$ cat src/rtl/pulse_capture_sampler_if.sv
// pulse_capture_sampler_if: BRAM write port between the sampler and the sample memory
interface pulse_capture_sampler_if #(
    parameter int DATA_W = 10,
    parameter int ADDR_W = 10
);
    logic [DATA_W-1:0] wr_data;
    logic [ADDR_W-1:0] wr_addr;
    logic              wr_en;
    logic              bram_en;
    modport master (output wr_data, wr_addr, wr_en, bram_en);
    modport slave  (input  wr_data, wr_addr, wr_en, bram_en);
endinterface

$ cat src/rtl/pulse_capture_sampler.sv
// pulse_capture_sampler: hysteresis pulse capture of ADC samples into a BRAM write port
module pulse_capture_sampler #(
    parameter int DATA_W  = 10,
    parameter int ADDR_W  = 10,
    parameter int NPEAK_W = 9
) (
    input  logic                  clk,
    input  logic                  rst_n,
    input  logic                  start,
    input  logic                  abort,
    input  logic [DATA_W-1:0]     adc_dat,
    input  logic [DATA_W-1:0]     hi_thresh,
    input  logic [DATA_W-1:0]     lo_thresh,
    input  logic [15:0]           nsamples,
    input  logic [NPEAK_W-1:0]    npeaks,
    pulse_capture_sampler_if.master bram,
    output logic [ADDR_W:0]       sample_cnt,
    output logic [NPEAK_W-1:0]    peak_cnt,
    output logic                  busy,
    output logic                  done,
    output logic                  overflow
);
    typedef enum logic [2:0] {IDLE, ARMED, CAPTURE, REARM, DONE} state_t;
    state_t state, state_nx;
    logic [DATA_W-1:0]  adc_q, hi_q, lo_q;
    logic [15:0]        ns_q, pulse_len, pulse_len_nx;
    logic [NPEAK_W-1:0] np_q, peak_nx;
    logic [ADDR_W-1:0]  addr;
    logic               launch, wr, lo_end, full, cap, pend;
    assign busy = state inside {ARMED, CAPTURE, REARM};
    assign done = state == DONE;
    assign bram.bram_en = busy;
    // state register
    always_ff @(posedge clk or negedge rst_n) begin
        if (!rst_n) state <= IDLE;
        else        state <= state_nx;
    end
    // write decision, pulse-end detection and next state; a write that fills the buffer wins over the cap
    always_comb begin
        pulse_len_nx = &pulse_len ? pulse_len : pulse_len + 1'b1;
        peak_nx = peak_cnt + 1'b1;
        launch = state == IDLE && start && !abort;
        wr = !abort && ((state == ARMED && adc_q > hi_q) || (state == CAPTURE && adc_q > lo_q));
        lo_end = !abort && state == CAPTURE && adc_q <= lo_q;
        full = wr && &addr;
        cap = wr && |ns_q && pulse_len_nx == ns_q;
        pend = full || cap || lo_end;
        state_nx = state;
        if (abort) state_nx = IDLE;
        else begin
            case (state)
                IDLE:           state_nx = !launch ? IDLE : (npeaks == '0 ? DONE : ARMED);
                ARMED, CAPTURE: state_nx = pend ? ((full || peak_nx == np_q) ? DONE : (cap ? REARM : ARMED))
                                                : (wr ? CAPTURE : state);
                REARM:          state_nx = adc_q <= lo_q ? ARMED : REARM;
                DONE:           state_nx = start ? DONE : IDLE;
                default:        state_nx = IDLE;
            endcase
        end
    end
    // input register, config latch, write port and run counters
    always_ff @(posedge clk or negedge rst_n) begin
        if (!rst_n) begin
            adc_q        <= '0;
            hi_q         <= '0;
            lo_q         <= '0;
            ns_q         <= '0;
            np_q         <= '0;
            addr         <= '0;
            pulse_len    <= '0;
            sample_cnt   <= '0;
            peak_cnt     <= '0;
            overflow     <= 1'b0;
            bram.wr_en   <= 1'b0;
            bram.wr_data <= '0;
            bram.wr_addr <= '0;
        end else begin
            adc_q      <= adc_dat;
            bram.wr_en <= wr;
            if (launch) begin
                hi_q       <= hi_thresh;
                lo_q       <= lo_thresh;
                ns_q       <= nsamples;
                np_q       <= npeaks;
                addr       <= '0;
                pulse_len  <= '0;
                sample_cnt <= '0;
                peak_cnt   <= '0;
                overflow   <= 1'b0;
            end else begin
                if (wr) begin
                    bram.wr_data <= adc_q;
                    bram.wr_addr <= addr;
                    addr         <= full ? addr : addr + 1'b1;
                    sample_cnt   <= sample_cnt + 1'b1;
                    pulse_len    <= pulse_len_nx;
                end
                if (pend) begin
                    peak_cnt  <= peak_nx;
                    pulse_len <= '0;
                end
                if (full) overflow <= 1'b1;
            end
        end
    end
endmodule

$ cat src/flat_wrapper.sv
// flat-port wrapper written by rule: the top's interface ports become plain ports
module pulse_capture_sampler_flat 
#(
    parameter int DATA_W  = 10,
    parameter int ADDR_W  = 10,
    parameter int NPEAK_W = 9
)
  (clk, rst_n, start, abort, adc_dat, hi_thresh, lo_thresh, nsamples, npeaks, sample_cnt, peak_cnt, busy, done, overflow, bram_wr_data, bram_wr_addr, bram_wr_en, bram_bram_en);
  pulse_capture_sampler_if #(.DATA_W(DATA_W), .ADDR_W(ADDR_W)) bram_i ();
  input  logic clk;
  input  logic rst_n;
  input  logic start;
  input  logic abort;
  input  logic [DATA_W-1:0] adc_dat;
  input  logic [DATA_W-1:0] hi_thresh;
  input  logic [DATA_W-1:0] lo_thresh;
  input  logic [15:0] nsamples;
  input  logic [NPEAK_W-1:0] npeaks;
  output logic [ADDR_W:0] sample_cnt;
  output logic [NPEAK_W-1:0] peak_cnt;
  output logic busy;
  output logic done;
  output logic overflow;
  output wire logic [$bits(bram_i.wr_data)-1:0] bram_wr_data;
  output wire logic [$bits(bram_i.wr_addr)-1:0] bram_wr_addr;
  output wire logic [$bits(bram_i.wr_en)-1:0] bram_wr_en;
  output wire logic [$bits(bram_i.bram_en)-1:0] bram_bram_en;
  assign bram_wr_data = bram_i.wr_data;
  assign bram_wr_addr = bram_i.wr_addr;
  assign bram_wr_en = bram_i.wr_en;
  assign bram_bram_en = bram_i.bram_en;
  pulse_capture_sampler #(.DATA_W(DATA_W), .ADDR_W(ADDR_W), .NPEAK_W(NPEAK_W)) u_core (.clk(clk), .rst_n(rst_n), .start(start), .abort(abort), .adc_dat(adc_dat), .hi_thresh(hi_thresh), .lo_thresh(lo_thresh), .nsamples(nsamples), .npeaks(npeaks), .bram(bram_i), .sample_cnt(sample_cnt), .peak_cnt(peak_cnt), .busy(busy), .done(done), .overflow(overflow));
endmodule
$ cat config.mk
export PLATFORM = sky130hd
export DESIGN_NAME = pulse_capture_sampler_flat
export DESIGN_NICKNAME = d
export VERILOG_FILES = /design/src/rtl/pulse_capture_sampler_if.sv /design/src/rtl/pulse_capture_sampler.sv /design/src/flat_wrapper.sv
export SDC_FILE = /design/constraint.sdc
export NUM_CORES = 1
export LEC_CHECK = 0
export BUFFER_PORTS_ARGS = -buffer_cell sky130_fd_sc_hd__buf_2
export CAP_MARGIN = 0
export CORE_UTILIZATION = 55
export DETAILED_ROUTE_END_ITERATION = 8
export PLACE_DENSITY = 0.77
export SKIP_CTS_REPAIR_TIMING = 1
export SYNTH_ARGS = -nofsm -noshare
export SYNTH_HDL_FRONTEND = slang
export SYNTH_SLANG_ARGS = --single-unit
$ cat constraint.sdc
create_clock -name clk -period 7.1 [get_ports clk]
set_input_delay 0.71 -clock clk [delete_from_list [all_inputs] [get_ports clk]]
set_output_delay 0.71 -clock clk [all_outputs]
set_load 0.05 [all_outputs]
== After elaboration in Yosys (flattened, before gate mapping) ==
Cells that the tools add are included.
Operators by class
  $add $sub $neg: 4
  multipliers: 0
  divide/modulo/power cells: 0
  magnitude comparators: 3
  equal/unequal tests: 8
  shifts and indexed selects: 0
  multiplexer cells: 23
  bitwise logic cells: 1
  reduce and logical (&&, ||, !) cells: 28
Operators with widths (number)
  two-way mux 16 bit: 4
  two-way mux 10 bit: 3
  two-way mux 11 bit: 2
  two-way mux 3 bit: 7
  > comparator 10 bit: 2
  two-way mux 9 bit: 2
  adder 16 x 1 -> 16 bit (second input constant): 1
  equality test 16 bit: 1
  AND reduction 16 bit: 1
  OR reduction 16 bit: 1
  case mux 3 bit (4 select lines): 1
  adder 11 x 1 -> 11 bit (second input constant): 1
  adder 10 x 1 -> 10 bit (second input constant): 1
  less-or-equal comparator 10 bit: 1
  logical AND 1 bit: 10
  AND reduction 10 bit: 1
  adder 9 x 1 -> 9 bit (second input constant): 1
  equality test 9 bit: 1
  zero test 9 bit: 1
  equality test 3 x 2 -> 1 bit (second input constant): 2
  nonzero test 2 bit: 3
  nonzero test 3 bit: 2
  logical OR 1 bit: 4
  two-way mux 2 bit: 2
  other kinds (10): 12
Storage, ports and cells
  flip-flop bits (word level): 126
  bits in latches: 0
  bits in writable memories: 0
  bits in read-only memories: 0
  input bits: 59
  output and inout bits: 45
  word-level logic and storage cells: 81
  memories: 0

== Logic depth before layout (Yosys ltp) ==
  depth after elaboration: 11
  mapped depth: 13
  depth with buffers taken out: 11

== Worst setup path before layout ==
Ideal clock, no wire load.
  kind: register to register
  start: register u_core.pulse_len[1]
  end: register u_core.pulse_len[0]
  library setup time: 0.131 ns
  data arrival time: 2.692 ns
  required time: 6.969 ns
  setup slack: 4.277 ns
  cell stages (with the launch flop): 13
  path buffers: 3
  period minus slack after synthesis: 2.823 ns
  path through: dfrtp_1 > ha_1 > buf_4 > nand4_2 > buf_4 > nor4_4 > nand3b_1 > a31o_1 > a2111oi_4 > nand3_4 > buf_6 > a41oi_1 > o22ai_1
On the way
  longest elaborated chain between the ends: 8
  elaborated cells between the ends (all ways): 11
  classes of those cells: 1 x add/sub; 1 x eq/ne; 4 x mux; 5 x reduce/logical
Ends and longest elaborated chain
  start: declaration: RTL line pulse_capture_sampler.sv:26  | logic [15:0] ns_q, pulse_len, pulse_len_nx;
  start signal: assignment: RTL line pulse_capture_sampler.sv:96  | pulse_len <= pulse_len_nx;
  adder 16 x 1 -> 16 bit or AND reduction 16 bit (tied branches): RTL line pulse_capture_sampler.sv:40  | pulse_len_nx = &pulse_len ? pulse_len : pulse_len + 1'b1;
  two-way mux 16 bit (*): RTL line pulse_capture_sampler.sv:40
  equality test 16 bit: RTL line pulse_capture_sampler.sv:46  | cap = wr && |ns_q && pulse_len_nx == ns_q;
  logical AND 1 bit: RTL line pulse_capture_sampler.sv:46
  logical OR 1 bit (2 in a row): RTL line pulse_capture_sampler.sv:47  | pend = full || cap || lo_end;
  two-way mux 16 bit: RTL line pulse_capture_sampler.sv:98  | if (pend) begin
  two-way mux 16 bit: RTL line pulse_capture_sampler.sv:80  | if (launch) begin
Mark *: on every way between the ends. The rest lies on a longest branch, timed or not. The select of a mux whose other input is x is not followed.
A chain may end at the register's enable or synchronous reset.

== Final worst setup path ==
  start: register u_core.pulse_len[1]
  end: register u_core.pulse_len[10]
Same word-level chain as after synthesis.

==> results.md <==
- Status: finished, final reports clean
- Flops & latches, synth: 126
- Vias in the first global route: 6011
- Post-placement cell area: 7630 sq um
- GRT overflow: 0
- CTS tree: yes
- Max capacitance violation total: 0
- Fillers: 1054
- Clock transition at the registers of the reported paths: 0.05 ns
- Post-synth top cells: nand2_1 (197), dfrtp_1 (126), nor2_1 (38), o21ai_0 (34), inv_1 (33)
- Register Area: 3150 sq um
- Crit path from: u_core.pulse_len[1]
- Crit path kind: flip-flop to flip-flop
- Post-synth EDFFs: 0
- Root buffer cell: clkbuf_16
- Worst hold path class: input port to async pin
- Top cells by area, synth: dfrtp_1 (45%), nand2_1 (10%), ha_1 (4.3%)
- Drt wl/cell: 17.2 um
- Worst-skew pair later-pin latency: 0.43 ns
- Post-route cell area: 8230 sq um
- Die Width: 115 um
- DIE HEIGHT: 115 um
- RSZ-0062 raised after global routing: no
- Pre-CTS WS: 3.38 ns
- Slew HR: 38.7%
- Port Buffer Count: 103
- Synth warn: 0
- DP HPWL: 12300 um
- Worst VDD drop: 0.252 mV
- Sw Share: 32.6%
- Vias: 6330
- Critical Path Sink Type: flip-flop
- Final nets: 960
- Mapped cell area: 7060 sq um
- Pwr Total: 2280 uW
- Syn Inst Count: 793
- Synthesized area per cell: 8.91 sq um
- Seq pwr share: 39.2%
- ANT cells: 0
- Row count: 41
- Async set-reset flop share out of synthesis: 100%
- DRT iter0 DRCs: 588
- Switching power: 742 uW
- R2R depth: 9
- Comb pwr share: 21.8%
- Top-count cell post-synth: nand2_1
- Max Freq: 0.273 GHz
- Antenna violations before repair: 0
- Synth-to-layout area growth: 16.5%
- First-pass GRT wire length: 29600 um
- Clock power share: 38.9%
- Antenna Nets Post-Route: 0
- P_int: 1540 uW
- Ys flop type: dfrtp_1
- Arr. time, crit path: 3.95 ns
- Maximum clock path buffer count: 2
- Synth Net Count: 876
- Placer Congestion: 0.990
- Slack of the worst reg-to-reg path: 3.43 ns
- Drt first pass iters: 5
- RR Startpoint: u_core.pulse_len[1]
- Pwr/cell area: 277 nW/um^2
- Final Max Slew Viols: 0
- Worst-Margin Slew: 0.916 ns
- Clock Sinks: 126
- TritonCTS Buffers: 17
- Leakage: 0.00393 uW
- Htree depth: 4
- Min cycle time layout: 3.67 ns
- Final hold violation count: 0
- Initial core utilization: 56.2%
- CP max FO: 18
- Post-synthesis cell type count: 70
- Total die area: 13300 sq um
- Largest net degree at the start of global routing: 83
- Vias/cell: 5.97
- Drt drc: 0
- Setup ws final: 3.43 ns
- Footprint of the multi-input gates: 3590 sq um
- Clk_skew: 0.00713 ns
- Total Routing Usage GR: 29.4%
- Final period utilization: 51.7%
- Share of post-route cells with drive strength above 1: 17.5%
- Sum of negative setup slack: 0 ns
- Critical Path RT: 7.38 ns
- Final wirelength: 18200 um
- Critical Path End: u_core.pulse_len[10]
- Post-synthesis sequential area ratio: 44.6%
- RR Endpoint: u_core.pulse_len[10]
- Setup violators final: 0
- Synth top area share: 44.6%
- IO Count: 104
- Core area: 12600 sq um
- Startpoint types: flip-flop
- Synth area leader: dfrtp_1
==> layer usage <==
metal | vias up | wire length [um] | GRT usage, %
li1 | 2963 | - | -
met1 | 3000 | 7620 | 37.8
met2 | 298 | 8610 | 46.5
met3 | 69 | 1250 | 6.80
met4 | 0 | 742 | 15.4
met5 | - | 0 | 0
==> cell usage in the layout (no fill, tap or decap), drive strengths merged, types with 8 or more instances in the layout <==
master / synthesis / routed
dfrtp: 126 / 126
nor4: 18 / 18
xnor2: 27 / 27
nor2: 38 / 38
ha: 24 / 24
inv: 33 / 33
nor3: 15 / 15
o21ai: 34 / 34
a21oi: 29 / 29
buf: 21 / 107
xor2: 13 / 13
nand4: 33 / 33
mux2i: 8 / 8
and3: 17 / 17
nand3: 26 / 26
clkbuf: 21 / 22
nand2: 197 / 197
==> flip-flops by register name, indices dropped and copies added (netlist names) <==
register,cells
u_core.sample_cnt,11
u_core.bram.wr_addr,10
u_core.overflow,1
u_core.hi_q,10
u_core.bram.wr_en,1
u_core.state,3
u_core.addr,10
u_core.adc_q,10
u_core.pulse_len,16
u_core.np_q,9
u_core.peak_cnt,9
u_core.bram.wr_data,10
u_core.lo_q,10
u_core.ns_q,16
==> final cells by class <==
type	count	share of cell area, %
timing repair buffer	107	6.66
inverter	33	1.51
tap	172	2.61
clock inverter	9	1.66
multi-input combinational	592	43.6
sequential	126	38.3
clock buffer	22	5.64
==> per-stage QoR <==
stage | utilization, % | hold slack (ns) | instances
2_1_floorplan | - | 0.414 | 793
3_3_place_gp | 60.7 | 0.449 | 1030
3_5_place_dp | 60.7 | 0.450 | 1030
4_1_cts | 65.5 | 0.375 | 1061
5_1_grt | 65.5 | 0.373 | 1061
6_report | 65.5 | 0.337 | 1061
==> critical path, stage by stage, from the launching register on <==
cell and delay, ns:
dfrtp_1 0.44, ha_1 0.34, nand4_2 0.43, nor4_2 0.56, o2bb2ai_1 0.13, nor4_1 0.34
and4_1 0.43, nand3_4 0.29, nand3_1 0.40, o32ai_1 0.15
==> power by group through the flow <==
stage	clock network (uW)	logic (uW)	registers [uW]
after CTS	897	497	890
after detailed placement	0	491	900
after global routing	929	544	903
after global placement	0	481	900
final	887	497	894
after floorplan	0	251	985
==> how the worst min path moves through the flow <==
stage                            from  cells after the start  slack (ns)                     end
4_1_cts                    adc_dat[6]                      1        0.38         u_core.adc_q[6]
6_report                        rst_n                      1        0.34          u_core.ns_q[9]
3_3_place_gp   u_core.bram.wr_data[9]                      2        0.45  u_core.bram.wr_data[9]
2_1_floorplan                   rst_n                      0        0.41         u_core.adc_q[0]
5_1_grt                    adc_dat[5]                      1        0.37         u_core.adc_q[5]
3_5_place_dp   u_core.bram.wr_addr[8]                      2        0.45  u_core.bram.wr_addr[8]
==> cell families after synthesis <==
group           share of synthesized area [%]
compound gates                           13.9
simple gates                             26.1
mux                                      1.61
xor+xnor                                 4.96
fa+ha+maj                                4.25
flops                                    44.6
buf+inv                                  4.61
Power figures use the tool's default switching activity.
